## src/rtl/audio_fifo_pkg.sv

```systemverilog
// Shared types and constants for the audio sample FIFO.
// Holds the state enum, frame width helper and depth limits.
package audio_fifo_pkg;

    localparam int DEPTH_LOG2_MIN = 2;
    localparam int DEPTH_LOG2_MAX = 6;

    typedef enum logic {
        ST_FILL = 1'b0,
        ST_RUN  = 1'b1
    } state_t;

    function automatic int frame_bits(input int width, input int channels);
        return width * channels;
    endfunction

endpackage

```

## src/rtl/audio_fifo_mem.sv

```systemverilog
// Frame storage: one write port, one combinational read port.
// Contents are not reset; pointers in the parent define validity.
module audio_fifo_mem #(
    parameter int WIDTH      = 32,
    parameter int DEPTH_LOG2 = 3
) (
    input  logic                  clk,
    input  logic                  i_we,
    input  logic [DEPTH_LOG2-1:0] i_waddr,
    input  logic [WIDTH-1:0]      i_wdata,
    input  logic [DEPTH_LOG2-1:0] i_raddr,
    output logic [WIDTH-1:0]      o_rdata
);

    logic [WIDTH-1:0] r_mem [2**DEPTH_LOG2];

    // Write the incoming frame at the write address
    always_ff @(posedge clk) begin
        if (i_we) r_mem[i_waddr] <= i_wdata;
    end

    assign o_rdata = r_mem[i_raddr];

endmodule

```

## src/rtl/audio_sample_fifo.sv

```systemverilog
// Multi-channel audio sample FIFO with prefill and flow flags.
// Optional AUDIO_FIFO_MUTE_EN zeroes the output on underflow.
module audio_sample_fifo
    import audio_fifo_pkg::*;
#(
    parameter int WIDTH      = 16,
    parameter int CHANNELS   = 2,
    parameter int DEPTH_LOG2 = 3,
    parameter int PREFILL    = 4
) (
    input  logic                                   clk,
    input  logic                                   reset_n,
    input  logic                                   in_valid,
    input  logic [frame_bits(WIDTH,CHANNELS)-1:0]  in_data,
    input  logic                                   audio_sample,
    output logic [frame_bits(WIDTH,CHANNELS)-1:0]  out_data,
    output logic [DEPTH_LOG2:0]                    level,
    output logic                                   running,
    output logic                                   overflow,
    output logic                                   underflow
);

    localparam int FW = frame_bits(WIDTH, CHANNELS);
    localparam int PW = DEPTH_LOG2 + 1;
    localparam logic [PW-1:0] FULL_X = {1'b1, {DEPTH_LOG2{1'b0}}};
    localparam logic [PW-1:0] PTR_1  = PW'(1);
    localparam logic [PW-1:0] PRE_LV = PW'(PREFILL);

    if (DEPTH_LOG2 < DEPTH_LOG2_MIN || DEPTH_LOG2 > DEPTH_LOG2_MAX) begin : g_bad_depth
        $error("audio_sample_fifo: DEPTH_LOG2 out of range");
    end

    state_t          r_state;
    state_t          w_state_nxt;
    logic [PW-1:0]   r_wr_ptr;
    logic [PW-1:0]   r_rd_ptr;
    logic [PW-1:0]   r_level;
    logic [PW-1:0]   w_wr_nxt;
    logic [PW-1:0]   w_rd_nxt;
    logic [FW-1:0]   r_out;
    logic [FW-1:0]   w_rd_data;
    logic            r_ovf;
    logic            r_unf;
    logic            w_empty;
    logic            w_full;
    logic            w_pop_req;
    logic            w_pop;
    logic            w_push;
    logic            w_ovf;
    logic            w_unf;

    // Push/pop qualification and next pointer values
    always_comb begin
        w_empty   = (r_wr_ptr == r_rd_ptr);
        w_full    = ((r_wr_ptr ^ r_rd_ptr) == FULL_X);
        w_pop_req = audio_sample && (r_state == ST_RUN);
        w_pop     = w_pop_req && !w_empty;
        w_push    = in_valid && (!w_full || w_pop);
        w_ovf     = in_valid && !w_push;
        w_unf     = w_pop_req && w_empty;
        w_wr_nxt  = w_push ? r_wr_ptr + PTR_1 : r_wr_ptr;
        w_rd_nxt  = w_pop  ? r_rd_ptr + PTR_1 : r_rd_ptr;
    end

    // Prefill state machine: leave FILL once enough frames stored
    always_comb begin
        w_state_nxt = r_state;
        unique case (r_state)
            ST_FILL: if (r_level >= PRE_LV) w_state_nxt = ST_RUN;
            ST_RUN:  if (w_unf)             w_state_nxt = ST_FILL;
            default: w_state_nxt = ST_FILL;
        endcase
    end

    // State, pointers and registered fill level
    always_ff @(posedge clk or negedge reset_n) begin
        if (!reset_n) begin
            r_state  <= ST_FILL;
            r_wr_ptr <= '0;
            r_rd_ptr <= '0;
            r_level  <= '0;
        end else begin
            r_state  <= w_state_nxt;
            r_wr_ptr <= w_wr_nxt;
            r_rd_ptr <= w_rd_nxt;
            r_level  <= w_wr_nxt - w_rd_nxt;
        end
    end

    // Output frame register and single-cycle flags
    always_ff @(posedge clk or negedge reset_n) begin
        if (!reset_n) begin
            r_out <= '0;
            r_ovf <= 1'b0;
            r_unf <= 1'b0;
        end else begin
            r_ovf <= w_ovf;
            r_unf <= w_unf;
            if (w_pop) r_out <= w_rd_data;
`ifdef AUDIO_FIFO_MUTE_EN
            else if (w_unf) r_out <= '0;
`endif
        end
    end

    audio_fifo_mem #(
        .WIDTH      (FW),
        .DEPTH_LOG2 (DEPTH_LOG2)
    ) u_mem (
        .clk     (clk),
        .i_we    (w_push),
        .i_waddr (r_wr_ptr[DEPTH_LOG2-1:0]),
        .i_wdata (in_data),
        .i_raddr (r_rd_ptr[DEPTH_LOG2-1:0]),
        .o_rdata (w_rd_data)
    );

    assign out_data  = r_out;
    assign level     = r_level;
    assign running   = (r_state == ST_RUN);
    assign overflow  = r_ovf;
    assign underflow = r_unf;

endmodule

```

## config.mk

```make
export PLATFORM = sky130hd
export DESIGN_NAME = audio_sample_fifo
export DESIGN_NICKNAME = d
export VERILOG_FILES = /design/src/rtl/audio_fifo_pkg.sv /design/src/rtl/audio_fifo_mem.sv /design/src/rtl/audio_sample_fifo.sv
export SDC_FILE = /design/constraint.sdc
export NUM_CORES = 1
export LEC_CHECK = 0
export ABC_AREA = 0
export BUFFER_PORTS_ARGS = -buffer_cell sky130_fd_sc_hd__buf_2
export CORE_MARGIN = 8
export CORE_UTILIZATION = 31
export DETAILED_ROUTE_END_ITERATION = 6
export PLACE_DENSITY = 0.56
export SYNTH_ARGS = -nofsm -noshare
export SYNTH_HDL_FRONTEND = slang
export SYNTH_HIERARCHICAL = 1
export SYNTH_SLANG_ARGS = --single-unit
```

## constraint.sdc

```tcl
create_clock -name clk -period 5.4 [get_ports clk]
set_input_delay 1.08 -clock clk [delete_from_list [all_inputs] [get_ports clk]]
set_output_delay 1.08 -clock clk [all_outputs]
set_load 0.05 [all_outputs]
```

# Yosys cells after proc, flatten, opt, wreduce, memory -nomap -nowiden
# Memories as Yosys holds them, arrays and structs flattened. A register that Yosys moved wholly into a read port is not among the register bits.
# Cells that the tools add are included.
[word_totals]
regBits = 15
latch_bits = 0
mem_bits_rw = 256
mem_bits_ro = 0
elab_cells = 32
memories = 1
[op_classes]
addsub = 3
multipliers = 0
n_div = 0
magnitude_cmp = 1
eq_ne = 2
n_shift = 0
mux = 7
bitwise = 2
n_reduce_logical = 10
[memory_table]
columns = ["memory", "depth", "width", "rd", "rd_clocked_by_memory_dff", "write_ports", "line", "source"]
rows = [
  ["u_mem.r_mem", 8, 32, 1, 1, 1, "audio_fifo_mem.sv:15", "logic [WIDTH-1:0] r_mem [2**DEPTH_LOG2];"],
]
[op_table]
columns = ["cell", "count"]
rows = [
  ["$add 4x1->4 const B", 2],
  ["$mux 4", 2],
  ["$logic_and 1x1->1", 5],
  ["$eq 4x4->1", 1],
  ["$eq 4x4->1 const B", 1],
  ["$ge 4x3->1 const B", 1],
  ["$logic_not 1->1", 4],
  ["$mux 1", 4],
  ["$sub 4x4->4", 1],
  ["$xor 4x4->4", 1],
  ["$pmux 1 s2", 1],
  ["$logic_or 1x1->1", 1],
  ["$not 1->1", 1],
]

# Longest topological paths before layout
# Gate-level depths: netlist (run 1).
[depth]
ltp_word = 7
ltp_mapped = 11
depth_no_buf = 9

# Modules after synthesis
# The synthesis (run 1) kept the hierarchy.
[modules_own_cells]
columns = ["mod", "n_inst", "cells_per_inst", "area_per_inst_um2", "seq_area_each_um2"]
rows = [
  ["audio_fifo_mem", 1, 383, 9825.7, 7687.4],
  ["audio_sample_fifo", 1, 135, 1966.9, 1176.1],
]

# Worst setup path before layout (run 1)
# OpenSTA, ideal clock, no wires.
[synth_path]
kind = "input port to flip-flop"
startpoint = "in audio_sample"
endpoint = "mem u_mem.r_mem[0][0], enable pin"
t_arrival_ps = 4127
required_time_ps = 4939
setup_slack_ps = 812
stages = 5
n_path_buf = 0
path_cell_list = "nand2_1 nor4b_2 a21boi_1 nand2b_1 nor3_1"
[synth_via]
elab_chain_len = 6
[synth_lines]
columns = ["element", "line", "source"]
rows = [
  ["start: declaration", "audio_sample_fifo.sv:15", "input logic audio_sample,"],
  ["$logic_and 1x1->1", "audio_sample_fifo.sv:56", "w_pop_req = audio_sample && (r_state == ST_RUN);"],
  ["$logic_and 1x1->1", "audio_sample_fifo.sv:57", "w_pop = w_pop_req && !w_empty;"],
  ["$logic_or 1x1->1", "audio_sample_fifo.sv:58", "w_push = in_valid && (!w_full || w_pop);"],
  ["$logic_and 1x1->1", "audio_sample_fifo.sv:58", ""],
  ["via w_push", "audio_sample_fifo.sv:48", "logic w_push;"],
  ["$mux 1", "audio_fifo_mem.sv:19", "if (i_we) r_mem[i_waddr] <= i_wdata;"],
  ["$mux 1 (not written as such)", "audio_fifo_mem.sv:19", ""],
  ["end: declaration", "audio_fifo_mem.sv:15", ""],
]
# The timed path passes the listed nets, and every way through them passes these cells.

# Final worst setup path (run 1)
[layout_path]
startpoint = "reg r_rd_ptr[1]"
endpoint = "mem u_mem.r_mem[1][10], enable pin"
[layout_via]
elab_chain_len = 7
elab_cells_between_ends = 10
[layout_lines]
columns = ["element", "line", "source"]
rows = [
  ["start: declaration", "audio_sample_fifo.sv:36", "logic [PW-1:0] r_rd_ptr;"],
  ["start signal: assignment", "audio_sample_fifo.sv:85", "r_rd_ptr <= w_rd_nxt;"],
  ["$xor 4x4->4 or $eq 4x4->1 (tied branches)", "audio_sample_fifo.sv:55, audio_sample_fifo.sv:54", ""],
  ["$eq 4x4->1 or $logic_not 1->1 (tied branches)", "audio_sample_fifo.sv:55, audio_sample_fifo.sv:57", ""],
  ["$logic_not 1->1 or $logic_and 1x1->1 (tied branches)", "audio_sample_fifo.sv:58, audio_sample_fifo.sv:57", ""],
  ["$logic_or 1x1->1 (*)", "audio_sample_fifo.sv:58", ""],
  ["$logic_and 1x1->1 (*)", "audio_sample_fifo.sv:58", ""],
  ["via w_push", "audio_sample_fifo.sv:48", ""],
  ["$mux 1 (*)", "audio_fifo_mem.sv:19", ""],
  ["$mux 1 (not written as such) (*)", "audio_fifo_mem.sv:19", ""],
]
# The timed path passes the listed nets; every way through them passes the cells marked *.

==> flow_summary_export.csv, run 1 <==
group,metric,value,unit
pwr,power.leakage,0.004762,µW
setup_path,timing.rr.end,"u_mem/r_mem[1][10]",
logic_synthesis,syn_avg_cell_area,22.77,µm²
logic_synthesis,synthFlopType,"edfxtp_1",
setup_path,path_class,"register to register",
logic_synthesis,yosysWarnings,6,
finish,drive_gt1_share,37.01,%
finish,final_cell_mix,"edfxtp_1 (256), buf_2 (74), mux2_2 (65), dfrtp_1 (44), mux4_1 (40)",
cts,postCtsSetupBuffers,0,
setup_path,worst_path_max_delay_cell,"dfrtp_2",
detailed_routing,drt-pass1-iter-count,5,
placement,gp_congestion,0.6847,
min_path,min_from,"level[2]",
detailed_routing,wirelength,22980,µm
placement,dp.final_hpwl,13820,µm
cts,cts_tree,"built",
setup_path,crit_end,"u_mem/r_mem[1][10]",
placement,placed_area,0.01277,mm²
finish,area_growth,17.44,%
setup_path,crit_path_max_incr_delay,1010,ps
setup_path,crit-reg2reg-launch,"r_rd_ptr[1]",
global_route,grt_pass1_vias,5719,
cts,cts_made_buffers,31,
timing,timing.max_slew.rel_slack,19.25,%
placement,io_buffers,74,
setup_path,reg2regPathDepth,5,
job,maxCapViolCount,0,
setup_path,cp-startpoint,"r_rd_ptr[1]",
setup_path,crit_cells,5,
timing,hold_violations,0,
logic_synthesis,syn_nets,560,
cts,hold_buffers,0,
setup_path,required,5550,ps
detailed_routing,final_antenna_net_count,0,
finish,finalInstanceArea,0.01385,mm²
setup_path,crit_chain,"xor2_1 -> nor4b_2 -> a21boi_1 -> nand2b_1 -> nor2_4",
global_route,antenna_found_initial,0,
logic_synthesis,synth_seq_cells,303,
logic_synthesis,syn_inst,518,
timing,tns,0,ps
pwr,pwr_density_cell,588.9,mW/mm²
detailed_routing,vias_per_cell,4.576,
timing,setup_viol,0,
setup_path,start_kind,"register",
min_path,min-delay-path-class,"register to register",
detailed_routing,drc,0,
setup_path,crit_buf_inv,0,
detailed_routing,wl_per_cell,20.05,µm
logic_synthesis,ys_types,34,
cts,cts_root_buf,"clkbuf_16",
finish,final_util,36.86,%
cts,clk_pin_slew,60,ps
global_route,grt_max_degree,69,
logic_synthesis,async_flop_share,15.51,%
timing,fin_skew,8.891,ps
cts,cts.path.max_buffers,3,
finish,final_common_cell,"edfxtp_1",
timing,worst_slew_pin_slew,1208,ps
outcome,outcome,"finished, final reports clean",
logic_synthesis,synth_edf_count,256,
finish,final_nets,653,
setup_path,r2r_setup_slack,1810,ps
timing,fin_crit,3592,ps
setup_path,path_max_fanout,37,
setup_path,cp.arrival,3740,ps
die,core_area,0.03758,mm²
logic_synthesis,synth_area,0.01179,mm²
die,die_x,211.0,µm
global_route,grt.overflow.total,0,
cts,h-tree-depth,1,
global_route,grtUsageTotal,10.22,%
cts,post_cts_resized,0,
cts,cts.sinks,303,
die,io_pins,75,
setup_path,cp-end-kind,"register",
timing,fmax,278.4,MHz
timing,holdWs,499.2,ps
logic_synthesis,yosysSeqAreaShare,75.16,%
global_route,grt_pass1_wl,34820,µm
pwr,peakVddDrop,0.2487,mV
timing,drv_slew,0,
die,chipHeight,211.0,µm
setup_path,crit_family,"simple AND/OR/NAND/NOR gates",
detailed_routing,via_count,5244,
finish,diodes,0,
timing,rsz0062_at_grt,"false",
die,die-area,0.04454,mm²
cts,clkLatencyLatePin,540,ps
die,fp-row-count,71,
finish,nFillCells,3419,
die,start_util,31.38,%
detailed_routing,drt_iter0_drc,229,
timing,period_share,66.53,%
area by class of cell:
type | count | area (µm²) | share of cell area (%)
Clock inverter | 12 | 160.2 | 1.156
Clock buffer | 45 | 918.4 | 6.631
Tap cell | 511 | 639.4 | 4.617
Sequential cell | 303 | 8872 | 64.06
Inverter | 4 | 15.01 | 0.1084
Multi-Input combinational cell | 189 | 2814 | 20.32
Timing Repair Buffer | 82 | 430.4 | 3.108
worst min-delay path by stage:
| stage | cells past startpoint | slack [ps] | end |
|---|---|---|---|
| finish | 2 | 500 | running |
| global route | 2 | 530 | running |
| CTS | 2 | 500 | running |
| detailed placement | 2 | 490 | running |
| global placement | 1 | 490 | out_data[1] |
| floorplan | 1 | 520 | r_rd_ptr[3] |
cell usage after synthesis, types with 4 or more instances:
cell	count	area [µm²]
xor2_1	8	70.07
ha_1	5	62.56
buf_2	6	30.03
xnor2_1	5	43.79
buf_6	7	78.83
nor2_1	10	37.54
buf_1	4	15.01
mux2_2	65	732.0
dfrtp_1	47	1176
inv_1	4	15.01
nand2_1	6	22.52
mux4_2	24	540.5
nor3_1	4	20.02
edfxtp_1	256	7687
mux4_1	40	1051
per-layer routing:
metal	GRT usage, %	part of all wire [%]
met5	0	0
met4	2.437	1.7
met3	1.840	4.6
met2	17.97	51
met1	12.95	43
metrics by stage:
step / worst slack (ps) / cells / total power, µW
2_1_floorplan: 812.2 / 518 / 5384
3_3_place_gp: 1792 / 1089 / 6029
3_5_place_dp: 1684 / 1089 / 6087
4_1_cts: 1717 / 1146 / 8310
5_1_grt: 1589 / 1146 / 8573
6_report: 1808 / 1146 / 8157
logic make-up (layout without fill, tap and decap cells):
kind of cell	after synthesis	after routing	synth area share, %
DFF	303	303	75.16
and+or+nand+nor	31	31	1.337
xor gates and xnor gates	13	13	0.9655
buffers and inverters	26	143	1.443
AOI/OAI and AO/OA	9	9	0.6049
adders and majority gates	6	6	0.7003
muxes	130	130	19.79
power breakdown:
part / internal, µW / switching, µW
logic: 1110 / 1530
registers: 3060 / 269
clock network: 1360 / 831
total: 5530 / 2630
tightest hold or removal path, delay by kind of cell, from the launching register on:
kind	cells	cell delay, ps
DFF	1	340
and+or+nand+nor	2	120
flip-flops by register name, summed over array words and instances (netlist names):
| register | flops |
|---|---|
| running | 1 |
| out_data | 32 |
| r_wr_ptr | 4 |
| u_mem/r_mem | 256 |
| r_rd_ptr | 4 |
| level | 4 |
| overflow | 1 |
| underflow | 1 |
Note: power is estimated with default switching activity, not from simulation.
==> run 2, diff against run 1 <==
clock period = 3.5 ns   (was 5.4 ns; I/O delays follow)
==> run 2 against run 1 <==
Compared with the run above:
- via count decreased by 0.29%
- sequential cell count is the same
- sequential share of layout area down 0.21 points
- largest cell class unchanged
- clock power increased by 41%
- combinational power rose by 63%
- maximum frequency up 27%
- final cell count grew 0.87%
- largest power group unchanged
- critical path depth up 1
- first-iteration DRC count is 2.2% higher
- sequential power grew 51%
- highest routed layer is now met5
- hold slack lost 280 ps
==> flow_summary_export.csv, run 2 (synthesis results as in run 1) <==
group,metric,value,unit
pwr,power.leakage,0.004780,µW
timing,setup_viol,0,
cts,cts_root_buf,"clkbuf_16",
finish,final_nets,662,
finish,nFillCells,3409,
timing,fin_skew,14.04,ps
setup_path,crit_chain,"xor2_1 -> nor4b_2 -> a21boi_1 -> nand2b_1 -> nor2_4 -> buf_12",
detailed_routing,wl_per_cell,19.88,µm
finish,final_cell_mix,"edfxtp_1 (256), buf_2 (74), mux2_2 (65), dfrtp_1 (44), mux4_1 (40)",
global_route,grt.overflow.total,0,
die,io_pins,75,
timing,rsz0062_at_grt,"false",
setup_path,worst_path_max_delay_cell,"dfrtp_1",
detailed_routing,wirelength,22980,µm
setup_path,r2r_setup_slack,670,ps
placement,dp.final_hpwl,14160,µm
finish,diodes,0,
cts,h-tree-depth,1,
setup_path,required,3730,ps
cts,cts_made_buffers,31,
finish,largest_reg_flops,256,
die,start_util,31.38,%
detailed_routing,vias_per_cell,4.523,
min_path,min-delay-path-class,"input pin to asynchronous set/reset pin",
global_route,grt_pass1_wl,35440,µm
setup_path,path_class,"register to register",
timing,worst_slew_pin_slew,966.8,ps
cts,cts.sinks,303,
timing,timing.max_slew.rel_slack,35.54,%
finish,final_util,36.98,%
global_route,grt_pass1_vias,5656,
detailed_routing,final_antenna_net_count,0,
timing,fin_crit,2833,ps
job,maxCapViolCount,0,
finish,final-seq-area,0.008872,mm²
cts,cts.path.max_buffers,3,
finish,multi_input_area,0.002826,mm²
pwr,fin_total_pwr,12390,µW
setup_path,cp-end-kind,"register",
cts,postCtsSetupBuffers,0,
die,fp-row-count,71,
setup_path,crit_buf_inv,1,
pwr,peakVddDrop,0.4428,mV
setup_path,reg2regPathDepth,6,
global_route,grt_max_degree,69,
timing,drv_slew,0,
die,die_x,211.0,µm
finish,drive_gt1_share,37.67,%
detailed_routing,drc,0,
detailed_routing,via_count,5229,
cts,clkLatencyLatePin,550,ps
die,core_area,0.03758,mm²
setup_path,crit_cells,6,
global_route,antenna_found_initial,3,
pwr,pwr_density_cell,891.4,mW/mm²
setup_path,crit_family,"simple AND/OR/NAND/NOR gates",
timing,holdWs,223.8,ps
timing,period_share,80.96,%
cts,cts_tree,"built",
timing,tns,0,ps
placement,io_buffers,74,
finish,final_common_cell,"edfxtp_1",
setup_path,crit_path_max_incr_delay,620,ps
outcome,outcome,"finished, final reports clean",
setup_path,timing.rr.end,"u_mem/r_mem[1][28]",
finish,top_register,"u_mem/r_mem",
cts,hold_buffers,0,
cts,post_cts_resized,0,
detailed_routing,drt_iter0_drc,234,
die,die-area,0.04454,mm²
setup_path,start_kind,"register",
timing,fmax,352.9,MHz
setup_path,cp.arrival,3070,ps
die,chipHeight,211.0,µm
setup_path,crit-reg2reg-launch,"r_wr_ptr[0]",
detailed_routing,drt-pass1-iter-count,4,
global_route,grtUsageTotal,10.36,%
cts,clk_pin_slew,70,ps
finish,area_growth,17.83,%
setup_path,path_max_fanout,22,
placement,gp_congestion,0.7334,
timing,hold_violations,0,
## run 2: worst max path at each step
stage	from	slack [ps]	end
2_1_floorplan	running	110	u_mem/r_mem[1][0]
3_3_place_gp	audio_sample	650	u_mem/r_mem[1][23]
3_5_place_dp	audio_sample	580	u_mem/r_mem[1][23]
4_1_cts	r_wr_ptr[0]	660	u_mem/r_mem[1][30]
5_1_grt	r_wr_ptr[0]	460	u_mem/r_mem[1][30]
6_report	r_wr_ptr[0]	670	u_mem/r_mem[1][28]
## run 2: cell type report
cell class                 instances  share of cell area, %
sequential                       303                  63.85
timing repair buffer              91                  4.124
tap                              511                  4.602
multi-input combinational        189                  20.34
clock inverter                    16                 0.8014
clock buffer                      42                  6.168
inverter                           4                 0.1081
## run 2: stage by stage
| stage | worst slack [ps] | instances | area [µm²] |
|---|---|---|---|
| after detailed placement | 576.1 | 1098 | 12930 |
| after floorplan | 106.4 | 518 | 11800 |
| after global placement | 651.9 | 1098 | 12930 |
| final | 666.6 | 1156 | 13890 |
| after global routing | 464.2 | 1156 | 13890 |
| after CTS | 663.2 | 1156 | 13890 |
## run 2: where the power goes
group | switching [µW] | internal (µW) | leakage (µW)
clock network | 1290 | 1780 | 0.000480
logic | 2520 | 1790 | 0.00143
registers | 294 | 4710 | 0.00287
## run 2: metal layers
layer  GRT usage (%)  vias to the layer above  part of all wire, %
met2           17.45                      100                   50
li1                -                     2362                    -
met3           2.671                       36                  5.2
met5               0                        -                 0.19
met1           13.42                     2725                   43
met4           2.027                        6                  1.6
